==> src/rtl/run_seq_detector.sv <==
// run_seq_detector: detects ascending runs 1^RUN_MIN, 2^RUN_MIN, ... STAGES^RUN_MIN
// on a sampled symbol stream, with strict/relaxed run length and a saturating hit count.
module run_seq_detector #(
  parameter int unsigned SYM_W   = 2,
  parameter int unsigned STAGES  = 3,
  parameter int unsigned RUN_MIN = 2,
  parameter int unsigned CNT_W   = 8
) (
  input  logic                                           clk,
  input  logic                                           rst_n,
  input  logic [SYM_W-1:0]                               num,
  input  logic                                           en,
  input  logic                                           strict,
  input  logic                                           clr,
  output logic                                           ans,
  output logic [CNT_W-1:0]                               hit_cnt,
  output logic [((STAGES > 1) ? $clog2(STAGES) : 1)-1:0] cur_stage
);

  localparam int unsigned STG_W = (STAGES > 1) ? $clog2(STAGES) : 1;
  localparam int unsigned RUN_W = $clog2(RUN_MIN + 1);
  localparam int unsigned EXP_W = SYM_W + 1;

  logic [STG_W-1:0] stg, stg_n;
  logic [RUN_W-1:0] run, run_n;
  logic             done_c;

  logic [EXP_W-1:0] exp_c;
  logic [EXP_W-1:0] sym_c;
  logic             match_c;
  logic             adv_c;
  logic             run_full_c;
  logic             last_stg_c;
  logic             final_sym_c;

  // Decode of the sampled symbol against the current stage expectation
  always_comb begin
    exp_c       = EXP_W'(stg) + EXP_W'(1);
    sym_c       = {1'b0, num};
    run_full_c  = (run == RUN_W'(RUN_MIN));
    last_stg_c  = (32'(stg) == STAGES - 1);
    final_sym_c = last_stg_c && ((32'(run) + 1) == RUN_MIN);
    match_c     = (sym_c == exp_c);
    adv_c       = (sym_c == (exp_c + EXP_W'(1))) && run_full_c && !last_stg_c;
  end

  // Next-state logic: match / advance / fail in priority order
  always_comb begin
    stg_n  = stg;
    run_n  = run;
    done_c = 1'b0;
    if (en) begin
      if (match_c && !(strict && run_full_c)) begin
        if (final_sym_c) begin
          done_c = 1'b1;
          stg_n  = '0;
          run_n  = '0;
        end else if (!run_full_c) begin
          run_n = run + RUN_W'(1);
        end
      end else if (!match_c && adv_c) begin
        stg_n = stg + STG_W'(1);
        run_n = RUN_W'(1);
      end else begin
        // A '1' restarts the pattern and counts as its first symbol
        stg_n = '0;
        run_n = (num == SYM_W'(1)) ? RUN_W'(1) : '0;
      end
    end
  end

  // State and registered outputs
  always_ff @(posedge clk or negedge rst_n) begin
    if (!rst_n) begin
      stg       <= '0;
      run       <= '0;
      ans       <= 1'b0;
      hit_cnt   <= '0;
      cur_stage <= '0;
    end else begin
      stg       <= stg_n;
      run       <= run_n;
      ans       <= done_c;
      cur_stage <= stg_n;
      if (clr) begin
        hit_cnt <= '0;
      end else if (done_c && (hit_cnt != '1)) begin
        hit_cnt <= hit_cnt + CNT_W'(1);
      end
    end
  end

endmodule
==> config.mk <==
export PLATFORM = sky130hd
export DESIGN_NAME = run_seq_detector
export DESIGN_NICKNAME = d
export VERILOG_FILES = /design/src/rtl/run_seq_detector.sv
export SDC_FILE = /design/constraint.sdc
export NUM_CORES = 1
export LEC_CHECK = 0
export CORE_UTILIZATION = 50
export DETAILED_ROUTE_END_ITERATION = 16
export DONT_BUFFER_PORTS = 1
export GPL_TIMING_DRIVEN = 1
export SYNTH_ARGS = -nofsm -noshare
export SYNTH_HDL_FRONTEND = slang
export SYNTH_SLANG_ARGS = --single-unit
export TNS_END_PERCENT = 30
==> constraint.sdc <==
create_clock -name clk -period 3.23 [get_ports clk]
set_input_delay 0.323 -clock clk [delete_from_list [all_inputs] [get_ports clk]]
set_output_delay 0.323 -clock clk [all_outputs]
set_load 0.1 [all_outputs]
Word level (Yosys, flattened, before mapping) --
Cells that the tools add are included.
Word-level totals: register bits 13, input bits 7, output and inout port bits 11, logic and storage cells 45
Operators by class: $add $sub $neg 6, equal/unequal tests 9, muxes and demuxes 13, reductions and logical operators 13
Operator list (count):
- 2-to-1 mux 8 bit | 2
- 2-to-1 mux 2 bit | 6
- adder 8 x 1 -> 8 bit (second input constant) | 1
- != test 8 bit (second input constant) | 1
- logical AND 1 bit | 7
- adder 2 x 1 -> 3 bit (second input constant) | 2
- == test 2 x 3 -> 1 bit | 2
- 2-to-1 mux 1 bit | 5
- adder 2 x 1 -> 2 bit (second input constant) | 2
- == test 2 bit (second input constant) | 2
- AND reduction 2 bit | 2
- adder 3 x 1 -> 3 bit (second input constant) | 1
- == test 3 x 2 -> 1 bit (second input constant) | 1
- logical NOT 1 bit | 3
- != test 3 bit (second input constant) | 1
- == test 2 x 1 -> 1 bit (second input constant) | 1
- != test 2 bit (second input constant) | 1
- nonzero test 2 bit | 1

Longest topological paths before layout --
depth in word-level cells 9, gate-level depth with buffers 8

Worst setup path after synthesis --
OpenSTA, ideal clock, no wires.
path type register -> register, start point register stg[0], end point register hit_cnt[5], setup time 0.125 ns, data arrival time 2.957 ns, required time 3.105 ns, slack 0.148 ns, stages on the path, launching flop included 8, path buffers 1, period minus slack after synthesis 3.082 ns, cells stage by stage dfrtp_1 > buf_2 > inv_1 > ha_1 > xnor2_1 > or4_4 > nor4_1 > mux2_2
On the way: cells in the longest elaborated chain, start to end 7, elaborated cells between the ends (all ways) 10, those cells by class 1 x add/sub; 2 x eq/ne; 3 x mux; 4 x reduce/logical
RTL lines:
- start: declaration | RTL line 24 | logic [STG_W-1:0] stg, stg_n;
- start signal: assignment | RTL line 81 | stg <= stg_n;
- adder 2 x 1 -> 3 bit / == test 2 bit (equally long branches) | RTL line 38, 41
- == test 2 x 3 -> 1 bit / logical AND 1 bit (equally long branches) | RTL line 43, 42
- logical AND 1 bit / 2-to-1 mux 1 bit (equally long branches) | RTL line 53, 54
- 2-to-1 mux 1 bit * | RTL line 53 | if (match_c && !(strict && run_full_c)) begin
- 2-to-1 mux 1 bit * | RTL line 52 | if (en) begin
- logical AND 1 bit * | RTL line 87 | end else if (done_c && (hit_cnt != '1)) begin
- nonzero test 2 bit (no line) *
- end signal: assignment | RTL line 88 | hit_cnt <= hit_cnt + CNT_W'(1);
- end: declaration | RTL line 16 | output logic [CNT_W-1:0] hit_cnt,
Every way passes the cells marked *; elsewhere a longest branch is shown, timed or not. A chain may end at the register's enable or synchronous reset.

Worst setup path after layout --
Ends and elaborated chain as after synthesis.

==> out/results.txt <==
status: finished with violations
failing checks: DRC
Syn Nets: 110
routed vias/inst: 6.25
drt pass-1 iters: 10
FP Rows: 14
commonest non-fill, non-tap cell in the layout: dfrtp_1
routed len/inst: 14.7 um
initial core utilization: 55.6%
Slew Limit Fails: 0
fin crit share: 81.4%
area share of the largest cell type after synthesis: 37.5%
# IOs: 18
Max Clock Freq: 0.381 GHz
via count: 781
Die H: 43.6 um
startpoint types: flop
Worst-Margin Slew: 0.869 ns
R2R Setup Slk: 0.60 ns
CTS buffer count: 3
FF-to-FF End: hit_cnt[5]$_DFFE_PN0P_
layout filler cell count: 140
Hold Crit Start: clr
worst skew pair latency: 0.27 ns
DIE WIDTH: 43.6 um
Placed Area: 942 um^2
Final #Nets: 122
DRT iter0 DRCs: 22
reg2reg path depth: 6
Routed Antenna Nets: 0
clk root buf: clkbuf_4
clk_skew: 0.00441 ns
I/O Buffers: 0
DIE AREA: 1900 um^2
top cells by area, synth: dfrtp_1, ha_1, a21oi_1
Area Growth Syn to Fin: 12.8%
Setup Crit Path Kind: reg2reg
clk sinks: 13
clock tree buffer depth: 2
Fin Setup TNS: 0 ns
Worst Hold Depth: 1
Detailed Route WL: 1840 um
global-route wire length before repair: 3090 um
CTS tree: done
hpwl dp: 1310 um
Finished Cell Area: 978 um^2
critical path required time: 3.39 ns
hold_buf cts: 1
Setup Buffers After CTS: 0
final hold slack: 0.0969 ns
largest net degree at the start of global routing: 16
worst r2r src: stg[0]$_DFFE_PN0P_
critical path endpoint category: flop
Final Hold Fails: 0
Min-Delay Path Class: in2reg
Synth Instances: 98
grt total ovfl: 0
unrepaired setup endpoints after global routing: no
Worst VDD drop: 0.253 mV
Setup Viol. Count Final: 0
GR Util All Layers: 21.8%
most frequent cells in the layout: dfrtp_1, buf_4, inv_1, a21oi_1
Yosys cell types: 36
post-synthesis register bit count: 13
max-cap violations: 0
DRC: 2
gpl congestion: 0.858
largest area contributor in the netlist: dfrtp_1
layout cells sized above 1: 18.3%
H-tree Lvls: 1
yosys warns: 0
min Tclk post-route: 2.63 ns
Min-Delay Endpoint: hit_cnt[2]$_DFFE_PN0P_
Leak: 0.433 nW
syn_area_per_cell: 8.85 um^2
initial antenna violation count: 0
Rel. slew slack: 42.1%
CORE AREA: 1560 um^2
cell area power density: 324 nW/um^2
# diodes: 0
Netlist Area Pre-Place: 867 um^2
post-cts resize count: 0
CP Max Fanout: 15
crit path DAT: 2.79 ns
number of global-route vias before repair: 716
CTS clk-pin slew, worst paths: 0.08 ns
register area share after synthesis: 37.5%
[through the flow]
stage               utilization (%)  cells  power, mW  worst slack [ns]
detailed placement             60.4    120      0.217             0.655
global route                   62.8    125      0.333             0.464
CTS                            62.8    125      0.319             0.632
global placement               60.4    120      0.215             0.743
floorplan                         -     98      0.211             0.148
finish                         62.8    125      0.317             0.602
[final cells by class]
type	count	area [um^2]	share of cell area (%)
multi-input cells	73	492	50.3
flip-flops and latches	13	325	33.2
repair buffers	11	85.1	8.70
inverters	8	30.0	3.07
clock buffers	4	26.3	2.69
well taps	16	20.0	2.05
[synthesized netlist by cell type (all sizes together)]
library cell / instances
xnor2: 2
o31ai: 3
ha: 5
dfrtp: 13
nor2: 4
a21o: 1
or3b: 2
nand2: 7
or4: 4
or3: 3
nor3: 2
a211oi: 1
nor4b: 1
a21boi: 1
mux2: 2
o21a: 1
o32ai: 2
nor2b: 3
a21oi: 8
o32a: 1
nor4: 1
nand3: 6
inv: 8
clkbuf: 1
and2: 1
and3b: 1
nand4: 1
and3: 1
o21ai: 7
buf: 3
o41ai: 2
[layer usage]
layer  wire length (um)  track usage [%]  vias to the layer above
li1                   -                -                      385
met1                931             30.8                      372
met2                797             33.1                       20
met3                 95             8.33                        4
met4                 15             1.88                        0
met5                  0                0                        -
[critical path: stages, from the launching register on]
cell,delay (ns)
dfrtp_1,0.54
inv_1,0.09
ha_1,0.36
xnor2_1,0.19
or4_4,0.62
nor4_1,0.34
mux2_2,0.37
[where the power goes]
group	leakage (nW)	internal, mW	total [mW]	switching, mW
clock network	0.0150	0.0479	0.0987	0.0508
registers	0.179	0.167	0.173	0.00589
logic	0.238	0.0186	0.0452	0.0266
[worst max path at each step]
stage / from / to / cells after the start
3_3_place_gp: stg[0]$_DFFE_PN0P_ / hit_cnt[5]$_DFFE_PN0P_ / 6
6_report: stg[0]$_DFFE_PN0P_ / hit_cnt[5]$_DFFE_PN0P_ / 6
3_5_place_dp: stg[0]$_DFFE_PN0P_ / hit_cnt[5]$_DFFE_PN0P_ / 6
5_1_grt: stg[0]$_DFFE_PN0P_ / hit_cnt[5]$_DFFE_PN0P_ / 6
2_1_floorplan: stg[0]$_DFFE_PN0P_ / hit_cnt[5]$_DFFE_PN0P_ / 7
4_1_cts: stg[0]$_DFFE_PN0P_ / hit_cnt[5]$_DFFE_PN0P_ / 6
[sequential cells by signal (all words and copies together), names as in the netlist]
register / flops
stg: 2
run: 2
ans: 1
hit_cnt: 8
[cells by family (layout without fill, tap and decap cells)]
family | count (synthesis) | in the layout | synth area share (%)
flip-flops | 13 | 13 | 37.5
AND/OR/NAND/NOR | 37 | 37 | 25.0
multiplexers | 2 | 2 | 2.60
AO/OA/AOI/OAI | 27 | 27 | 19.9
adder cells (fa/ha/maj) | 5 | 5 | 7.22
buffers and inverters | 12 | 23 | 5.77
XOR/XNOR | 2 | 2 | 2.02
Note: power is estimated with default switching activity, not from simulation.
